**src/rtl/sop_pkg.sv**
```systemverilog
// sop_pkg: default reset table and literal-match helper shared by sop_pipe_eval
package sop_pkg;

    localparam int          MAX_IN       = 32;
    localparam logic [19:0] DEF_CARE_5x4 = 20'h61A67;
    localparam logic [19:0] DEF_POL_5x4  = 20'h20261;
    localparam logic [3:0]  DEF_EN_4     = 4'hF;

    // Uncared bits are zero-extended so they always pass the reduction.
    function automatic logic lit_match(
        input logic [MAX_IN-1:0] x,
        input logic [MAX_IN-1:0] care,
        input logic [MAX_IN-1:0] pol
    );
        return &(~care | ~(x ^ pol));
    endfunction

endpackage

```
**src/rtl/sop_term_match.sv**
```systemverilog
// sop_term_match: one product term with its config registers and registered hit
module sop_term_match
    import sop_pkg::*;
#(
    parameter int              N_IN       = 5,
    parameter logic [N_IN-1:0] RESET_CARE = '0,
    parameter logic [N_IN-1:0] RESET_POL  = '0,
    parameter logic            RESET_EN   = 1'b0
) (
    input  logic            clk,
    input  logic            rst_n,
    input  logic            adv,
    input  logic            we,
    input  logic [N_IN-1:0] cfg_care,
    input  logic [N_IN-1:0] cfg_pol,
    input  logic            cfg_en,
    input  logic [N_IN-1:0] x,
    output logic            hit
);

    logic [N_IN-1:0] care;
    logic [N_IN-1:0] pol;
    logic            en;

    always_ff @(posedge clk or negedge rst_n) begin
        if (!rst_n) begin
            care <= RESET_CARE;
            pol  <= RESET_POL;
            en   <= RESET_EN;
        end else if (we) begin
            care <= cfg_care;
            pol  <= cfg_pol;
            en   <= cfg_en;
        end
    end

    always_ff @(posedge clk or negedge rst_n) begin
        if (!rst_n)
            hit <= 1'b0;
        else if (adv)
            hit <= en && lit_match(MAX_IN'(x), MAX_IN'(care), MAX_IN'(pol));
    end

endmodule

```
**src/rtl/sop_pipe_eval.sv**
```systemverilog
// sop_pipe_eval: 3-stage pipelined programmable sum-of-products with valid/ready flow control
module sop_pipe_eval
    import sop_pkg::*;
#(
    parameter int                      N_IN       = 5,
    parameter int                      N_TERMS    = 4,
    parameter logic [N_TERMS*N_IN-1:0] RESET_CARE = DEF_CARE_5x4,
    parameter logic [N_TERMS*N_IN-1:0] RESET_POL  = DEF_POL_5x4,
    parameter logic [N_TERMS-1:0]      RESET_EN   = DEF_EN_4
) (
    input  logic                                            clk,
    input  logic                                            rst_n,
    input  logic                                            in_valid,
    output logic                                            in_ready,
    input  logic [N_IN-1:0]                                 x,
    output logic                                            out_valid,
    input  logic                                            out_ready,
    output logic                                            y,
    output logic [N_TERMS-1:0]                              hits,
    input  logic                                            cfg_we,
    input  logic [(N_TERMS > 1 ? $clog2(N_TERMS) : 1)-1:0]  cfg_idx,
    input  logic [N_IN-1:0]                                 cfg_care,
    input  logic [N_IN-1:0]                                 cfg_pol,
    input  logic                                            cfg_en,
    output logic                                            busy
);

    localparam int IW = N_TERMS > 1 ? $clog2(N_TERMS) : 1;

    logic               adv;
    logic               v1;
    logic               v2;
    logic               v3;
    logic [N_IN-1:0]    x1;
    logic [N_TERMS-1:0] hit2;

    assign adv       = !v3 || out_ready;
    assign in_ready  = adv && !cfg_we;
    assign out_valid = v3;
    assign busy      = v1 | v2 | v3;

    // Out-of-range indices match no generate slot, so such writes are dropped.
    for (genvar k = 0; k < N_TERMS; k++) begin : g_term
        sop_term_match #(
            .N_IN      (N_IN),
            .RESET_CARE(RESET_CARE[k*N_IN +: N_IN]),
            .RESET_POL (RESET_POL[k*N_IN +: N_IN]),
            .RESET_EN  (RESET_EN[k])
        ) u_term (
            .clk     (clk),
            .rst_n   (rst_n),
            .adv     (adv),
            .we      (cfg_we && cfg_idx == IW'(k)),
            .cfg_care(cfg_care),
            .cfg_pol (cfg_pol),
            .cfg_en  (cfg_en),
            .x       (x1),
            .hit     (hit2[k])
        );
    end

    always_ff @(posedge clk or negedge rst_n) begin
        if (!rst_n) begin
            v1   <= 1'b0;
            v2   <= 1'b0;
            v3   <= 1'b0;
            x1   <= '0;
            y    <= 1'b0;
            hits <= '0;
        end else if (adv) begin
            v1   <= in_valid && in_ready;
            x1   <= x;
            v2   <= v1;
            v3   <= v2;
            y    <= |hit2;
            hits <= hit2;
        end
    end

endmodule

```
**config.mk**
```make
export PLATFORM = sky130hd
export DESIGN_NAME = sop_pipe_eval
export DESIGN_NICKNAME = d
export VERILOG_FILES = /design/src/rtl/sop_pkg.sv /design/src/rtl/sop_term_match.sv /design/src/rtl/sop_pipe_eval.sv
export SDC_FILE = /design/constraint.sdc
export NUM_CORES = 1
export LEC_CHECK = 0
export CORE_MARGIN = 2
export CORE_UTILIZATION = 30
export DETAILED_ROUTE_END_ITERATION = 10
export GPL_ROUTABILITY_DRIVEN = 0
export PLACE_DENSITY_LB_ADDON = 0.12
export SLEW_MARGIN = 30
export SYNTH_ARGS = -nofsm -noshare
export SYNTH_HDL_FRONTEND = slang
export SYNTH_HIERARCHICAL = 1
export SYNTH_SLANG_ARGS = --single-unit
```
**constraint.sdc**
```tcl
create_clock -name clk -period 1.95 [get_ports clk]
set_clock_uncertainty 0.2 [all_clocks]
set_input_delay 0.195 -clock clk [delete_from_list [all_inputs] [get_ports clk]]
set_output_delay 0.195 -clock clk [all_outputs]
set_load 0.01 [all_outputs]
```
# [Yosys cells after proc, flatten, opt, wreduce, memory -nomap -nowiden]
# Cells that the tools add are included.
[word_totals] wordCells=62 output_inout_bits=8 in_bits=23 register_bits=61
[classes] eq_ne=3 bitwise_logic=18 n_reduce_logical=19
[ops] op="inverter 32 bit" n=4
[ops] op="inverter 5 -> 32 bit" n=4
[ops] op="OR 32 bit" n=4
[ops] op="AND reduction 32 bit" n=4
[ops] op="XOR 5 bit" n=4
[ops] op="logical AND 1 bit" n=10
[ops] op="equality test 2 bit (second input constant)" n=2
[ops] op="OR reduction 4 bit" n=1
[ops] op="equality test 2 x 1 -> 1 bit (second input constant)" n=1
[ops] op="zero test 1 bit" n=2
[ops] op="zero test 2 bit" n=1
[ops] op="OR 1 bit" n=2
[ops] op="logical OR 1 bit" n=1

# [Logic depth before layout (Yosys ltp)]
[logic_depth] word_depth=5 ltp_mapped=5 depth_no_buf=3

# [Modules after synthesis]
# Netlist, hierarchy kept.
[by_module_without_submodules] module="sop_pipe_eval" seq_area_each_um2=325.3 instances=1 cells_per_inst=38 area_each_um2=549.3
[by_module_without_submodules] module="sop_term_match at g_term[1].u_term" seq_area_each_um2=309.0 instances=1 cells_per_inst=34 area_each_um2=523.0
[by_module_without_submodules] module="sop_term_match at g_term[0].u_term" seq_area_each_um2=306.5 instances=1 cells_per_inst=34 area_each_um2=520.5
[by_module_without_submodules] module="sop_term_match at g_term[3].u_term" seq_area_each_um2=305.3 instances=1 cells_per_inst=34 area_each_um2=519.2
[by_module_without_submodules] module="sop_term_match at g_term[2].u_term" seq_area_each_um2=304.0 instances=1 cells_per_inst=34 area_each_um2=518.0

# [Least setup slack after synthesis]
# OpenSTA, ideal clock, no wires.
[synth_path] path_type="register to register" start="register v3 (netlist: out_valid)" end="register x1[0]" n_path_buf=2 arrival_ps=1131 period_less_slack_ps=1456 setup_time_ps=125 path_stages_with_launch=5 t_required_ps=1625 slack_ps=494 cell_sequence="dfrtp_1 nand2b_1 buf_2 buf_6 mux2_2"
[synth_between] elab_chain_cells=2
[synth_lines] item="from (decl)" line="sop_pipe_eval.sv:33" source="logic v3;"
[synth_lines] item="from (signal assigned)" line="sop_pipe_eval.sv:74" source="v3 <= v2;"
[synth_lines] item="zero test 1 bit" line="sop_pipe_eval.sv:37" source="assign adv = !v3 || out_ready;"
[synth_lines] item="logical OR 1 bit" line="sop_pipe_eval.sv:37"
[synth_lines] item="via adv" line="sop_pipe_eval.sv:30" source="logic adv;"
[synth_lines] item="to (signal assigned)" line="sop_pipe_eval.sv:67" source="x1 <= '0;"
[synth_lines] item="to (signal assigned)" line="sop_pipe_eval.sv:72" source="x1 <= x;"
[synth_lines] item="to (decl)" line="sop_pipe_eval.sv:34" source="logic [N_IN-1:0] x1;"
# The timed path passes the listed nets, and every way through them passes these cells.
# A chain may end at the register's enable or synchronous reset.

# [Worst setup path after layout]
[layout_path] start="register v3 (netlist: out_valid)" end="output port busy"
[layout_between] elab_chain_cells=1
[layout_lines] item="OR 1 bit" line="sop_pipe_eval.sv:40" source="assign busy = v1 | v2 | v3;"
[layout_lines] item="to (decl)" line="sop_pipe_eval.sv:25" source="output logic busy"
# No other way between the ends.

==> impl.org <==
** Cells and area
- Final nets :: 239
- In the final layout, the multi-input gates occupy 1030 sq um.
- Antenna fix cells :: 0
- The sequential cells in the finished layout cover a total of 1550 sq um.
- Relative to the synthesized area, the layout overhead comes to 26.3%.
- Fill cells in the final layout number 838.
- The finished cells cover 3320 sq um.
- Most frequent cells in the layout :: mux2_2 (55), dfrtp_1 (42), clkdlybuf4s50_1 (27)
- Most common library cell in the layout ignoring fill and taps :: mux2_2
- Fraction of final layout cells sized beyond drive strength 1 :: 44.3%

** GRT
- Tot GR Track Use :: 12.3%
- GR met2 Demand/Resource :: 20.4%
- Most crowded layer after global routing :: met2
- Antenna violations before repair :: 0
- Global-route wire length before repair :: 8860 um
- Number of global-route vias before repair :: 1,796
- Maximum number of pins on one net before global-route repair :: 39
- Overflow left after global routing :: 0
- Met1 track demand over resource :: 15.1%
- GRT met3 Usage :: 2.81%

** Setup path
- Across all register-to-register paths, the minimum setup slack is 0.47 ns.
- Worst setup EP type :: output port
- Terminus of the critical flop-to-flop path :: y
- The critical path is of the flip-flop to output port type.
- The startpoint identified for the worst register-to-register timing path is g_term[1].u_term/hit.
- Required time at the worst-slack endpoint :: 1.55 ns
- Data arrives at the worst endpoint at 1.37 ns.
- Largest fanout on the critical path :: 3
- Critical Path Source Type :: flip-flop
- The number of cells on the worst reg-to-reg path is 2.

** Floorplan
- Overall die area :: 9530 sq um
- For this configuration, the core starts out at a cell density of 30.6%.
- After floorplanning, the core was divided into 34 placement rows.
- Core Area :: 8590 sq um
- Die extent in y :: 97.6 um
- # IOs :: 31
- Die Span X :: 97.6 um

** Detailed routing
- After detailed routing, the number of remaining DRC violations is 0.
- The detailed router placed 1,526 vias in this run.
- In the final routed layout, each cell accounts on average for 16.6 um.
- Using the TritonRoute via totals, the vias-per-cell ratio works out to 4.64.
- Once detail routing completed, the nets flagged for antenna violations numbered 0.
- The pre-antenna-repair detailed-routing pass consisted of 4 iterations.
- Total length of routed wires :: 5470 um
- The detailed router finished its first iteration with 55 violations.

** Timing
- The number of pins exceeding their max-slew limit in the final report came to 0.
- Setup repair after global routing left no endpoint under its margin.
- The smallest clock period supported by the final layout is computed as 1.77 ns.
- Static timing analysis puts the maximum clock frequency at 566 MHz.
- Final Hold Fails :: 0
- After layout, the worst setup slack is 0.184 ns.
- Max-Slew Margin vs Limit :: 61.8%
- At the pin with the least slew margin, the transition time is 0.573 ns.
- Adding up every negative setup slack in the final design gives 0 ns.
- Of the available clock period, the critical path in the final layout requires 90.6%.
- Setup violations remaining at the end of the flow were counted as 0.

** Logic synthesis
- Summed over all instances, the cell type with the most area after synthesis is dfrtp_1.
- Of the post-synthesis cell area, the dominant cell type holds 40.0%.
- Counting flops with an async set or reset pin after synthesis yields a share of 100%.
- Dominant synthesized flop cell :: dfrtp_1
- The mapped netlist covers 2630 sq um.
- Average instance area after synthesis :: 15.1 sq um
- FF+latch count, synth :: 61
- Sorting the synthesized cells by area gives the leading types as dfrtp_1 (40%), mux2_2 (24%), dfstp_2 (19%).
- The netlist uses 20 different library cells.
- In the synthesized netlist, the number of instances is 174.
- Ys Warns :: 6
- Number of synthesized flops with an enable pin :: 0
- Syn Nets :: 197
- Of the synthesized area, sequential elements account for 58.9%.

** Worst hold path
- Worst min path class :: input port to async pin

** CTS
- TritonCTS built the clock tree.
- Root cell of the clock tree :: clkbuf_8
- Number of clock buffers inserted by TritonCTS :: 9
- CTS sink count :: 61
- After clock tree synthesis, the setup repair step added 0 buffers.
- Longest Clk Path Bufs :: 2
- Max H-tree Level :: 3
- The later pin in the worst-skew pair is clocked with a latency of 0.33 ns.
- Clock transition at the register clock pins on the worst setup and hold paths after CTS :: 0.07 ns

** Placement
- After detailed placement, the total cell area comes to 3110 sq um.
- Detailed placement finished with a half-perimeter wire length of 3830 um.
- Post-placement worst setup slack :: 0.0312 ns
- Buffers placed on the I/O ports in this run total 30.

** Run
- Number of max-capacitance violations reported :: 0

** Power and ir drop
- Leakage power summed over all cells :: 0.00141 uW
- VDD IR-drop max :: 0.434 mV
- For this design the ratio of total power to cell area is 1090 nW/um^2.

** Outcome
- Outcome :: completed
[flip-flops by register name, indices dropped and copies added, names as in the netlist]
| name | count |
|---|---|
| out_valid | 1 |
| v1 | 1 |
| hits | 4 |
| g_term.u_term/en | 4 |
| v2 | 1 |
| x1 | 5 |
| g_term.u_term/hit | 4 |
| g_term.u_term/care | 20 |
| g_term.u_term/pol | 20 |
| y | 1 |
[cell families (layout without fill, tap and decap cells)]
group,Yosys count,count (layout),share of synthesized area (%)
buffers and inverters,6,53,1.76
XOR/XNOR,20,20,6.66
AND/OR/NAND/NOR,15,15,3.57
multiplexers,56,56,24.1
flip-flops,61,61,58.9
AO/OA/AOI/OAI,16,16,4.95
[per-stage QoR]
| stage | total power, uW | instances | utilization, % | hold slack (ns) |
|---|---|---|---|---|
| 6_report | 3640 | 329 | 38.6 | 0.195 |
| 5_1_grt | 3850 | 329 | 38.6 | 0.245 |
| 4_1_cts | 3700 | 329 | 38.6 | 0.211 |
| 3_5_place_dp | 2570 | 312 | 36.2 | 0.0218 |
| 3_3_place_gp | 2530 | 312 | 36.2 | 0.00756 |
| 2_1_floorplan | 2220 | 174 | - | -0.301 |
[critical path: stages (launching register included)]
cell and delay (ns):
dfrtp_1 0.39, or3_1 0.36, dlygate4sd2_1 0.29
[report_power, final]
group          switching, uW  internal (uW)
Combinational            301            469
Sequential               178           1580
Clock                    513            593
[timing repair]
| item | 4_1_cts | 5_1_grt |
|---|---|---|
| gates resized for setup | 1 | 1 |
| endpoints found under the hold margin | 15 | 0 |
| hold buffers | 1 | 0 |
| endpoints found under the setup margin | 1 | 1 |
[Yosys cell counts, drive strengths merged, types with 2 or more instances]
| cell type | instances |
|---|---|
| nor2b | 6 |
| a22oi | 8 |
| nand2b | 2 |
| a21boi | 4 |
| a41o | 4 |
| xor2 | 20 |
| mux2 | 56 |
| dfrtp | 42 |
| buf | 6 |
| dfstp | 19 |
[worst max path at each step]
| stage | from | slack, ns | to | cells past startpoint |
|---|---|---|---|---|
| final | out_valid | 0.18 | busy | 2 |
| after CTS | out_valid | 0.02 | in_ready | 3 |
| after global routing | out_valid | 0.13 | busy | 2 |
| after detailed placement | cfg_we | 0.03 | g_term[0].u_term/pol[4] | 4 |
| after global placement | cfg_we | 0.04 | g_term[0].u_term/pol[2] | 4 |
| after floorplan | out_valid | 0.49 | x1[0] | 4 |
[routing by layer]
layer  up-vias  wire [um]
met1       787       2420
li1        703          -
met4         0         75
met3         5        218
met5         -          0
met2        31       2750
[final cells by class]
| class | instances | share of cell area (%) |
|---|---|---|
| Sequential cell | 61 | 46.7 |
| Timing Repair Buffer | 37 | 12.1 |
| Multi-Input combinational cell | 107 | 31.1 |
| Tap cell | 108 | 4.07 |
| Clock inverter | 7 | 2.30 |
| Clock buffer | 9 | 3.73 |
Power figures use the tool's default switching activity.
